## src/rtl/maze_tile_arbiter_if.sv

```systemverilog
// Render/update/tile-RAM signal bundle for maze_tile_arbiter.
// The arbiter takes the slave view; whatever drives requests and models the RAM takes the master view.
interface maze_tile_arbiter_if #(
  parameter int TILE_W = 8
);
  logic              BLANK;
  logic              RD_REQ;
  logic [4:0]        RD_ADDR;
  logic              RD_VALID;
  logic [TILE_W-1:0] RD_DATA;
  logic              WR_REQ;
  logic [4:0]        WR_ADDR;
  logic [TILE_W-1:0] WR_DATA;
  logic              WR_READY;
  logic [4:0]        RAM_ADDR;
  logic [TILE_W-1:0] RAM_WDATA;
  logic              RAM_WE;
  logic [TILE_W-1:0] RAM_RDATA;
  logic              CLEAR_BUSY;

  modport master (
    output BLANK, RD_REQ, RD_ADDR, WR_REQ, WR_ADDR, WR_DATA, RAM_RDATA,
    input  RD_VALID, RD_DATA, WR_READY, RAM_ADDR, RAM_WDATA, RAM_WE, CLEAR_BUSY
  );

  modport slave (
    input  BLANK, RD_REQ, RD_ADDR, WR_REQ, WR_ADDR, WR_DATA, RAM_RDATA,
    output RD_VALID, RD_DATA, WR_READY, RAM_ADDR, RAM_WDATA, RAM_WE, CLEAR_BUSY
  );
endinterface

```

## src/rtl/maze_tile_arbiter.sv

```systemverilog
// Single-port tile RAM arbiter: power-up clear sweep, then render reads vs. queued tile updates.
// Optional macro MAZE_ARB_BYPASS_EN: reads see the newest pending FIFO write to the same tile.
module maze_tile_arbiter #(
  parameter int TILE_W     = 8,
  parameter int NUM_TILES  = 20,
  parameter int FIFO_DEPTH = 4
) (
  input logic CLOCK,
  input logic RESET,
  maze_tile_arbiter_if.slave bus
);

  localparam int PTR_W = (FIFO_DEPTH > 1) ? $clog2(FIFO_DEPTH) : 1;
  localparam int CNT_W = $clog2(FIFO_DEPTH + 1);
  localparam logic [5:0]       NT    = 6'(NUM_TILES);
  localparam logic [4:0]       LAST  = 5'(NUM_TILES - 1);
  localparam logic [CNT_W-1:0] DEPTH = CNT_W'(FIFO_DEPTH);

  typedef enum logic {CLEAR, RUN} state_t;

  state_t            state;
  logic [4:0]        sweep;
  logic [4:0]        fifo_addr [FIFO_DEPTH];
  logic [TILE_W-1:0] fifo_data [FIFO_DEPTH];
  logic [PTR_W-1:0]  rd_ptr, wr_ptr;
  logic [CNT_W-1:0]  count;
  logic              rd_valid_q, rd_grant_q, byp_hit_q;
  logic [TILE_W-1:0] byp_data_q;

  logic              fifo_empty, wr_ready, rd_in_range, wr_in_range;
  logic              read_go, pop, push;
  logic              byp_hit;
  logic [TILE_W-1:0] byp_data;

  assign fifo_empty  = (count == '0);
  assign wr_ready    = !RESET && (state == RUN) && (count < DEPTH);
  assign rd_in_range = ({1'b0, bus.RD_ADDR} < NT);
  assign wr_in_range = ({1'b0, bus.WR_ADDR} < NT);
  // Out-of-range writes are acknowledged but never queued, so they cannot reach RAM.
  assign push        = bus.WR_REQ && wr_ready && wr_in_range;

  // BLANK flips priority: visible area favours the renderer, blanking drains pending updates.
  always_comb begin
    read_go = 1'b0;
    pop     = 1'b0;
    if (state == RUN) begin
      if (bus.BLANK) begin
        pop     = !fifo_empty;
        read_go = fifo_empty && bus.RD_REQ && rd_in_range;
      end else begin
        read_go = bus.RD_REQ && rd_in_range;
        pop     = !bus.RD_REQ && !fifo_empty;
      end
    end
  end

  always_comb begin
    bus.RAM_WE    = 1'b0;
    bus.RAM_ADDR  = '0;
    bus.RAM_WDATA = '0;
    if (!RESET) begin
      if (state == CLEAR) begin
        bus.RAM_WE   = 1'b1;
        bus.RAM_ADDR = sweep;
      end else if (pop) begin
        bus.RAM_WE    = 1'b1;
        bus.RAM_ADDR  = fifo_addr[rd_ptr];
        bus.RAM_WDATA = fifo_data[rd_ptr];
      end else if (read_go) begin
        bus.RAM_ADDR = bus.RD_ADDR;
      end
    end
  end

`ifdef MAZE_ARB_BYPASS_EN
  // Walk oldest to newest so the last hit is the newest pending write.
  always_comb begin
    logic [PTR_W-1:0] idx;
    byp_hit  = 1'b0;
    byp_data = '0;
    idx      = '0;
    for (int unsigned i = 0; i < FIFO_DEPTH; i++) begin
      idx = rd_ptr + PTR_W'(i);
      if ((CNT_W'(i) < count) && (fifo_addr[idx] == bus.RD_ADDR)) begin
        byp_hit  = 1'b1;
        byp_data = fifo_data[idx];
      end
    end
  end
`else
  assign byp_hit  = 1'b0;
  assign byp_data = '0;
`endif

  always_ff @(posedge CLOCK) begin
    if (RESET) begin
      state      <= CLEAR;
      sweep      <= '0;
      rd_ptr     <= '0;
      wr_ptr     <= '0;
      count      <= '0;
      rd_valid_q <= 1'b0;
      rd_grant_q <= 1'b0;
      byp_hit_q  <= 1'b0;
      byp_data_q <= '0;
    end else begin
      rd_valid_q <= bus.RD_REQ;
      rd_grant_q <= read_go;
      byp_hit_q  <= bus.RD_REQ && (state == RUN) && byp_hit;
      byp_data_q <= byp_data;

      if (state == CLEAR) begin
        sweep <= sweep + 5'd1;
        if (sweep == LAST) begin
          state <= RUN;
          sweep <= '0;
        end
      end

      if (push) begin
        fifo_addr[wr_ptr] <= bus.WR_ADDR;
        fifo_data[wr_ptr] <= bus.WR_DATA;
        wr_ptr            <= wr_ptr + PTR_W'(1);
      end
      if (pop) rd_ptr <= rd_ptr + PTR_W'(1);

      case ({push, pop})
        2'b10:   count <= count + CNT_W'(1);
        2'b01:   count <= count - CNT_W'(1);
        default: count <= count;
      endcase
    end
  end

  assign bus.WR_READY   = wr_ready;
  assign bus.CLEAR_BUSY = RESET || (state == CLEAR);
  assign bus.RD_VALID   = !RESET && rd_valid_q;
  assign bus.RD_DATA    = RESET      ? '0 :
                          byp_hit_q  ? byp_data_q :
                          rd_grant_q ? bus.RAM_RDATA : '0;

endmodule
```

## src/flat_wrapper.sv

```systemverilog
// flat-port wrapper written by rule: the top's interface ports become plain ports
module maze_tile_arbiter_flat 
#(
  parameter int TILE_W     = 8,
  parameter int NUM_TILES  = 20,
  parameter int FIFO_DEPTH = 4
)
  (CLOCK, RESET, bus_BLANK, bus_RD_REQ, bus_RD_ADDR, bus_WR_REQ, bus_WR_ADDR, bus_WR_DATA, bus_RAM_RDATA, bus_RD_VALID, bus_RD_DATA, bus_WR_READY, bus_RAM_ADDR, bus_RAM_WDATA, bus_RAM_WE, bus_CLEAR_BUSY);
  maze_tile_arbiter_if #(.TILE_W(TILE_W)) bus_i ();
  input logic CLOCK;
  input logic RESET;
  input wire logic [$bits(bus_i.BLANK)-1:0] bus_BLANK;
  input wire logic [$bits(bus_i.RD_REQ)-1:0] bus_RD_REQ;
  input wire logic [$bits(bus_i.RD_ADDR)-1:0] bus_RD_ADDR;
  input wire logic [$bits(bus_i.WR_REQ)-1:0] bus_WR_REQ;
  input wire logic [$bits(bus_i.WR_ADDR)-1:0] bus_WR_ADDR;
  input wire logic [$bits(bus_i.WR_DATA)-1:0] bus_WR_DATA;
  input wire logic [$bits(bus_i.RAM_RDATA)-1:0] bus_RAM_RDATA;
  output wire logic [$bits(bus_i.RD_VALID)-1:0] bus_RD_VALID;
  output wire logic [$bits(bus_i.RD_DATA)-1:0] bus_RD_DATA;
  output wire logic [$bits(bus_i.WR_READY)-1:0] bus_WR_READY;
  output wire logic [$bits(bus_i.RAM_ADDR)-1:0] bus_RAM_ADDR;
  output wire logic [$bits(bus_i.RAM_WDATA)-1:0] bus_RAM_WDATA;
  output wire logic [$bits(bus_i.RAM_WE)-1:0] bus_RAM_WE;
  output wire logic [$bits(bus_i.CLEAR_BUSY)-1:0] bus_CLEAR_BUSY;
  assign bus_i.BLANK = bus_BLANK;
  assign bus_i.RD_REQ = bus_RD_REQ;
  assign bus_i.RD_ADDR = bus_RD_ADDR;
  assign bus_i.WR_REQ = bus_WR_REQ;
  assign bus_i.WR_ADDR = bus_WR_ADDR;
  assign bus_i.WR_DATA = bus_WR_DATA;
  assign bus_i.RAM_RDATA = bus_RAM_RDATA;
  assign bus_RD_VALID = bus_i.RD_VALID;
  assign bus_RD_DATA = bus_i.RD_DATA;
  assign bus_WR_READY = bus_i.WR_READY;
  assign bus_RAM_ADDR = bus_i.RAM_ADDR;
  assign bus_RAM_WDATA = bus_i.RAM_WDATA;
  assign bus_RAM_WE = bus_i.RAM_WE;
  assign bus_CLEAR_BUSY = bus_i.CLEAR_BUSY;
  maze_tile_arbiter #(.TILE_W(TILE_W), .NUM_TILES(NUM_TILES), .FIFO_DEPTH(FIFO_DEPTH)) u_core (.CLOCK(CLOCK), .RESET(RESET), .bus(bus_i));
endmodule
```

## config.mk

```make
export PLATFORM = sky130hd
export DESIGN_NAME = maze_tile_arbiter_flat
export DESIGN_NICKNAME = d
export VERILOG_FILES = /design/src/rtl/maze_tile_arbiter_if.sv /design/src/rtl/maze_tile_arbiter.sv /design/src/flat_wrapper.sv
export SDC_FILE = /design/constraint.sdc
export NUM_CORES = 1
export LEC_CHECK = 0
export CAP_MARGIN = 30
export CELL_PAD_IN_SITES_DETAIL_PLACEMENT = 0
export CELL_PAD_IN_SITES_GLOBAL_PLACEMENT = 1
export CORE_MARGIN = 1.5
export CORE_UTILIZATION = 43
export CTS_CLUSTER_SIZE = 16
export DETAILED_ROUTE_END_ITERATION = 6
export PLACE_DENSITY_LB_ADDON = 0.3
export REMOVE_ABC_BUFFERS = 1
export SLEW_MARGIN = 20
export SYNTH_ARGS = -nofsm -noshare
export SYNTH_HDL_FRONTEND = slang
export SYNTH_SLANG_ARGS = --single-unit
```

## constraint.sdc

```tcl
create_clock -name CLOCK -period 2.8 [get_ports CLOCK]
set_clock_uncertainty 0.1 [all_clocks]
set_input_delay 0.84 -clock CLOCK [delete_from_list [all_inputs] [get_ports CLOCK]]
set_output_delay 0.84 -clock CLOCK [all_outputs]
set_load 0.03 [all_outputs]
```

* After elaboration in Yosys (flattened, before gate mapping) *
Memory sizes are Yosys's and may differ from the RTL's. A register that Yosys moved wholly into a read port is not among the register bits.
Cells that the tools add are included.

word-level totals
  word-level logic and storage cells = 63
  ROM bits = 0
  memories kept = 2
  bits in latches = 0
  register bits = 15
  input port bits = 31
  bits in writable memories = 52

memories
  memory            depth  bits a word  rd ports  clocked after memory_dff  wr ports  line                     RTL
  u_core.fifo_data  4      8            1         1                         1         maze_tile_arbiter.sv:24  logic [TILE_W-1:0] fifo_data [FIFO_DEPTH];
  u_core.fifo_addr  4      5            1         1                         1         maze_tile_arbiter.sv:23  logic [4:0] fifo_addr [FIFO_DEPTH];

cells by class
  $mul = 0
  $lt $le $gt $ge = 3
  reductions and logical operators = 15
  multiplexer cells = 27
  divide/modulo/power cells = 0
  bitwise logic cells = 1
  add/sub/neg operators = 5
  shift-type cells = 0
  equality and inequality tests = 3

operator list
  kind                                                                number
  8-bit 2-to-1 mux                                                    5
  5-bit 2-to-1 mux                                                    5
  1-bit 2-to-1 mux                                                    12
  5-bit less-than comparator, second input constant                   2
  1-bit logical AND                                                   9
  2-bit 2-to-1 mux                                                    4
  3-bit one-hot mux with 2 select lines                               1
  5-bit by 1-bit adder with 5-bit output, second input constant       1
  5-bit == test, second input constant                                1
  2-bit by 1-bit adder with 2-bit output, second input constant       2
  3-bit by 1-bit adder with 3-bit output, second input constant       1
  1-bit logical NOT                                                   3
  3-bit logical NOT                                                   1
  3-bit less-than comparator, second input constant                   1
  3-bit by 1-bit subtractor with 3-bit output, second input constant  1
  2-bit by 1-bit == test with 1-bit output, second input constant     1
  2-bit == test, second input constant                                1
  2-bit nonzero test                                                  1
  1-bit logical OR                                                    1
  1-bit inverter                                                      1

* Logic depth before layout (Yosys ltp) *
Gate-level depths: netlist (run 1).

  word-level depth = 9
  gate-level depth with buffers = 10

* Worst setup path after synthesis (run 1) *
OpenSTA, ideal clock, no wires.

  path type = input port to output port
  start point = input port RESET
  end point = output port bus_RAM_WDATA[0]
  data required time = 1860 ps
  arrival = 2313 ps
  setup slack = -453 ps
  path buffers = 2
  stages on the path = 5
  cell sequence = buf_2 > nand2b_1 > or3_1 > buf_2 > nor2b_1

between the ends
  cells in the longest elaborated chain, start to end = 1

ends and longest elaborated chain
  what              line                     RTL
  start, declared   flat_wrapper.sv:11       input logic RESET;
  8-bit 2-to-1 mux  maze_tile_arbiter.sv:61  if (!RESET) begin
  end, declared     flat_wrapper.sv:23       output wire logic [$bits(bus_i.RAM_WDATA)-1:0] bus_RAM_WDATA;

Every way passes these cells.

* Final worst setup path (run 1) *
  start point = input port bus_RD_REQ
  end point = output port bus_RAM_WDATA[2]

between the ends
  cells in the longest elaborated chain, start to end = 7

ends and longest elaborated chain
  what               line                     RTL
  start, declared    flat_wrapper.sv:13       input wire logic [$bits(bus_i.RD_REQ)-1:0] bus_RD_REQ;
  1-bit logical NOT  maze_tile_arbiter.sv:52  pop = !bus.RD_REQ && !fifo_empty;
  1-bit logical AND  maze_tile_arbiter.sv:52
  1-bit 2-to-1 mux   maze_tile_arbiter.sv:47  if (bus.BLANK) begin
  1-bit 2-to-1 mux   maze_tile_arbiter.sv:46  if (state == RUN) begin
  8-bit 2-to-1 mux   maze_tile_arbiter.sv:65  end else if (pop) begin
  8-bit 2-to-1 mux   maze_tile_arbiter.sv:62  if (state == CLEAR) begin
  8-bit 2-to-1 mux   maze_tile_arbiter.sv:61

Every way passes these cells.

==> results.cfg, run 1 <==
[status]
outcome = finished clean

[timing]
layout_min_cycle_time_ns = 2.78
tightest_slew_ns = 0.322
fmax_mhz = 360
rsz0062_at_grt = yes
setup_violations = 0
finalMaxSlewViolations = 0
hold_viol_final = 0
max_slew_margin_pct = 78.4
fin_crit_sh_pct = 99.2

[routing]
first_pass_iters = 4
top_layer_used = met4
met1_length_um = 2840
wl_met2_um = 3070
dr.first_iter.drc_count = 135
met3_length_um = 280
routedWlPerCell_um = 15.6
drc = 0
ant_nets = 0
postRouteWirelength_um = 6240
vias = 2016
viasPerCell = 5.05

[critical_path]
endpoint_kind = primary output
slowest_delay_ns = 0.47
crit_chain = buf_6 -> nor2b_4 -> or3_4 -> nor2b_2 -> buf_4
r2r_slack_ns = 0.39
arrival_ns = 1.84
crit_required_ns = 1.86
ff2ff_path_depth = 9
path_max_fanout = 8
crit_type = in -> out
worst_r2r_endpoint = u_core.count[2]
critPathSlowestCell = or3_4
start_kind = input port
r2r-start = u_core.state

[synthesis]
synth_most_common_cell = edfxtp_1
synth_cell_types = 40
syn_inst = 213
async_reset_ff_share_pct = 0
ys.flop_type = edfxtp_1
synth-edff-count = 52
post_synth.cell_area_avg_um2 = 14.5
yosysSeqAreaShare_pct = 61.5
synthTopCellsByCount = edfxtp_1, dfxtp_1, nor2_1, nor2b_1, a21oi_1
synth-seq-cells = 69
synthTopCellsByArea = edfxtp_1, dfxtp_1, mux4_1, nor2b_1, ha_1
yosysWarnings = 0
syn_area_um2 = 3090
yosysTopAreaCell = edfxtp_1
synth_top_area_share_pct = 50.5

[clock_network]
insertion_delay_ns = 0.33
numCtsBuffers = 9
cts.sinks = 69
cts_tree = done
root_buffer = clkbuf_8
h-tree-depth = 3
ctsHoldBuffers = 0
cts.clk_slew.worst_paths_ns = 0.07
clockBufferDepth = 2

[finish]
fin_nets = 336
syn2layout_area_growth_pct = 35.7
layout-drive-gt1-share_pct = 34.0
final_util_pct = 61.1
antennaDiodeCount = 0
final_area_um2 = 4200

[global_route]
antenna_found_initial = 0
grt_max_degree = 23
grt_pass1_vias = 1928
overflow = 0
gr-usage-all-layers_pct = 17.5
grt_pass1_wl_um = 9730

[floorplan]
initial_core_util_pct = 45.0
pin_count = 56
die_w_um = 87.8
row_count = 30
dieHeight_um = 87.8
dieArea_um2 = 7710
core_area_um2 = 6870

[worst_hold_path]
hp-class = reg -> reg
holdCritStartpoint = u_core.rd_ptr[0]
min_path_cells = 2

[job]
drv_cap = 0

[power]
power_density_nw_per_um2 = 477
leakage_nw = 1.50
ir_drop_v = 0.000403

[place]
port_buffers = 55
hpwlAfterDp_um = 4320
placed_area_um2 = 3880
routabilityCongestion = 0.730
placed cells by master (no fill, tap or decap), types with 3 or more instances in the layout:
master,count
and2_1,8
clkbuf_8,9
a21oi_1,12
mux4_2,5
a311oi_2,4
nor2_1,13
mux4_1,8
nand3_1,9
buf_6,4
buf_4,44
o21ai_0,6
clkdlybuf4s50_1,22
clkinv_4,3
xor2_1,3
ha_1,6
dfxtp_1,14
or3_1,3
edfxtp_1,52
inv_1,6
nor2b_2,5
buf_12,5
nand4b_1,3
nand2_1,3
nor2b_1,8
and3_1,6
registers in the layout, summed over array words and instances (netlist names), named ones only:
signal	flops
u_core.rd_valid_q	1
u_core.rd_ptr	2
u_core.count	3
u_core.sweep	5
u_core.fifo_data	32
u_core.rd_grant_q	1
u_core.state	1
u_core.wr_ptr	2
u_core.fifo_addr	20
area by class of cell:
type | instances | area, um^2
clock buffers | 9 | 124
clock inverters | 7 | 75.1
fillers | 552 | 2670
inverters | 7 | 26.3
multi-input cells | 128 | 1170
flip-flops and latches | 69 | 1910
well taps | 96 | 120
repair buffers | 83 | 768
worst max-delay path: cells and delay by family:
kind	cells	cell delay (ns)
AND/OR/NAND/NOR	3	0.73
buffers and inverters	2	0.25
metal layers:
metal,GRT usage [%],vias up
met1,23.7,977
li1,-,991
met4,3.90,0
met3,6.03,5
met2,27.3,43
met5,0,-
logic make-up after synthesis:
| family | Yosys count | share of synthesized area, % |
|---|---|---|
| AO/OA/AOI/OAI | 27 | 5.79 |
| buffers and inverters | 16 | 2.51 |
| XOR/XNOR | 3 | 0.850 |
| adder cells (fa/ha/maj) | 7 | 3.08 |
| multiplexers | 14 | 11.2 |
| flip-flops | 69 | 61.5 |
| AND/OR/NAND/NOR | 77 | 15.1 |
worst max path at each step:
stage / from / end / depth (start not counted)
after detailed placement: RESET / bus_RAM_WDATA[2] / 6
after global routing: bus_RD_REQ / bus_RAM_WDATA[1] / 5
after floorplan: RESET / bus_RAM_WDATA[0] / 3
after global placement: RESET / bus_RAM_WDATA[5] / 6
final: bus_RD_REQ / bus_RAM_WDATA[2] / 5
after CTS: bus_RD_REQ / bus_RAM_WDATA[2] / 6
per-stage QoR:
stage          setup WS, ns  cells  total power [W]  TNS, ns  hold WS [ns]
3_5_place_dp         -0.433    379          0.00124    -8.77         0.399
2_1_floorplan        -0.317    204          0.00116    -2.64         0.363
6_report             0.0214    399          0.00200        0         0.403
5_1_grt             -0.0201    399          0.00209  -0.0732         0.432
4_1_cts             -0.0316    399          0.00203  -0.0867         0.412
3_3_place_gp         -0.379    379          0.00124    -7.53         0.395
report_power, final:
part           switching [W]  internal [W]  total (W)
registers         0.00000558       0.00110    0.00111
logic              0.0000488     0.0000616   0.000110
clock network       0.000368      0.000415   0.000783
total               0.000422       0.00158    0.00200
timing repair:
item                                   in CTS  in global routing
pin swaps                                   9                  3
gates cloned                                0                  1
buffers inserted                            4                  0
endpoints found under the hold margin       0                  0
gates resized for setup                    31                 20
setup endpoints to repair                  25                 21
No activity file was read; power rests on OpenSTA's default activity.
==> run 2, diff against run 1 <==
--- a/config.mk
+++ b/config.mk
@@ -6,7 +6,7 @@
 export NUM_CORES = 1
 export LEC_CHECK = 0
 export CAP_MARGIN = 30
-export CELL_PAD_IN_SITES_DETAIL_PLACEMENT = 0
+export CELL_PAD_IN_SITES_DETAIL_PLACEMENT = 1
 export CELL_PAD_IN_SITES_GLOBAL_PLACEMENT = 1
 export CORE_MARGIN = 1.5
 export CORE_UTILIZATION = 43
==> run 2 against run 1 <==
Net effect: utilization is 0.71 points lower; maximum frequency shrank 0.75%; combinational power is essentially flat; critical path depth is the same; flip-flop and latch count is the same; hold slack gained 0.014 ns; via count up 5.1%; total power decreased by 3.0%; routed wire length increased by 17%; die area stayed put; cell count did not move; sequential power barely moved.
==> results.cfg, run 2 (same netlist as run 1, synthesis figures left out) <==
[finish]
fin_nets = 336
largest_reg_flops = 32
final_common_cell = edfxtp_1
fillCellCount = 688
largest-register = u_core.fifo_data
stdcell_count = 399
layout-drive-gt1-share_pct = 31.7
antennaDiodeCount = 0
top_regs = u_core.fifo_data (32), u_core.fifo_addr (20), u_core.sweep (5)
syn2layout_area_growth_pct = 34.1
mostFrequentLayoutCells = edfxtp_1, buf_4, clkdlybuf4s50_1
final_area_um2 = 4150

[place]
hpwlAfterDp_um = 5200
port_buffers = 55
dp_slack_ns = -0.489
dpl.cell_count = 379
placed_area_um2 = 3880
routabilityCongestion = 0.730

[worst_hold_path]
min_path_cells = 2
hold_path_end = u_core.rd_ptr[0]
hp-class = reg -> reg
holdCritStartpoint = u_core.rd_ptr[0]

[global_route]
grt_max_degree = 23
overflow = 0
gr-usage-all-layers_pct = 20.1
grt_pass1_wl_um = 11200
antenna_found_initial = 0
grt_pass1_vias = 2086

[clock_network]
cts.clk_slew.worst_paths_ns = 0.08
cts.sinks = 69
ctsHoldBuffers = 0
root_buffer = clkbuf_8
cts_tree = done
numCtsBuffers = 9
h-tree-depth = 3
clockBufferDepth = 2
insertion_delay_ns = 0.35

[routing]
viasPerCell = 5.31
first_pass_iters = 4
ant_nets = 0
dr.first_iter.drc_count = 105
vias = 2118
drc = 0
postRouteWirelength_um = 7330
routedWlPerCell_um = 18.4

[job]
drv_cap = 0

[timing]
rsz0062_at_grt = yes
setup_violations = 0
finalMaxSlewViolations = 0
tns_ns = 0
tightest_slew_ns = 0.375
fin_crit_sh_pct = 100
hold_viol_final = 0
fin_ws_ns = 0.000553
max_slew_margin_pct = 74.9
layout_min_cycle_time_ns = 2.80
fmax_mhz = 357

[critical_path]
path_buf_inv = 2
worst_r2r_endpoint = u_core.count[2]
r2r-start = u_core.state
critPathSlowestCell = or3_4
start_kind = input port
crit_required_ns = 1.86
endpoint_kind = primary output
arrival_ns = 1.86
crit_chain = buf_6 -> nand2b_4 -> or3_4 -> nor2b_1 -> buf_4
crit_type = in -> out
worst-path-stages = 5
r2r_slack_ns = 0.25
path_max_fanout = 8
crit_family = simple AND/OR/NAND/NOR gates
ff2ff_path_depth = 9
slowest_delay_ns = 0.47

[power]
swShare_pct = 23.4
p_comb_share_pct = 5.8
power_w = 0.00194
pwr-share-seq_pct = 57.0
ir_drop_v = 0.000304
intPower_w = 0.00149
p_switching_w = 0.000453
power_frac_clock_pct = 37.2
power_density_nw_per_um2 = 468
leakage_nw = 1.48

[floorplan]
initial_core_util_pct = 45.0
row_count = 30
dieHeight_um = 87.8
dieArea_um2 = 7710
pin_count = 56
core_area_um2 = 6870
die_w_um = 87.8

[status]
outcome = finished clean
[run 2: cell type report]
type / instances / area (um^2) / area share, %
flip-flops and latches: 69 / 1910 / 46.0
multi-input cells: 128 / 1160 / 28.0
repair buffers: 83 / 757 / 18.3
clock buffers: 9 / 124 / 2.99
well taps: 96 / 120 / 2.90
clock inverters: 7 / 51.3 / 1.24
inverters: 7 / 26.3 / 0.634
[run 2: worst max path at each step]
stage	from	endpoint	slack (ns)
after floorplan	RESET	bus_RAM_WDATA[0]	-0.32
after global placement	RESET	bus_RAM_WDATA[5]	-0.38
after detailed placement	RESET	bus_RAM_WDATA[4]	-0.49
after CTS	bus_RD_REQ	bus_RAM_WDATA[2]	-0.04
after global routing	RESET	bus_RAM_WDATA[5]	-0.03
final	RESET	bus_RAM_WDATA[2]	0.0006
[run 2: per-stage QoR]
stage | util (%) | hold WS [ns]
after floorplan | - | 0.363
after global placement | 56.5 | 0.395
after detailed placement | 56.5 | 0.402
after CTS | 59.9 | 0.416
after global routing | 60.4 | 0.444
final | 60.4 | 0.417
[run 2: worst register-to-register path: stages (launching register included)]
cell and delay, ns:
dfxtp_1 0.38, buf_4 0.29, inv_2 0.14, nor3_1 0.32
ha_1 0.23, inv_1 0.05, fa_1 0.37, xor2_1 0.16
or3_1 0.31, a21oi_1 0.14
[run 2: metal layers]
metal	wire length, um	vias up	GRT usage [%]
li1	-	996	-
met1	3160	1075	26.2
met2	3810	37	32.2
met3	217	10	5.66
met4	140	0	7.65
met5	0	-	0
[run 2: what timing repair did]
action                     4_1_cts  5_1_grt
setup buffers                    4        0
gates cloned                     0        1
pin swaps                        9        2
gates resized for setup         34       10
setup endpoints to repair       24       21
[run 2: power groups by stage]
stage          Sequential, W  Combinational (W)  Clock, W
2_1_floorplan        0.00113          0.0000291         0
3_3_place_gp         0.00113           0.000107         0
3_5_place_dp         0.00113           0.000111         0
4_1_cts              0.00111           0.000113  0.000728
5_1_grt              0.00111           0.000122  0.000787
6_report             0.00111           0.000113  0.000721
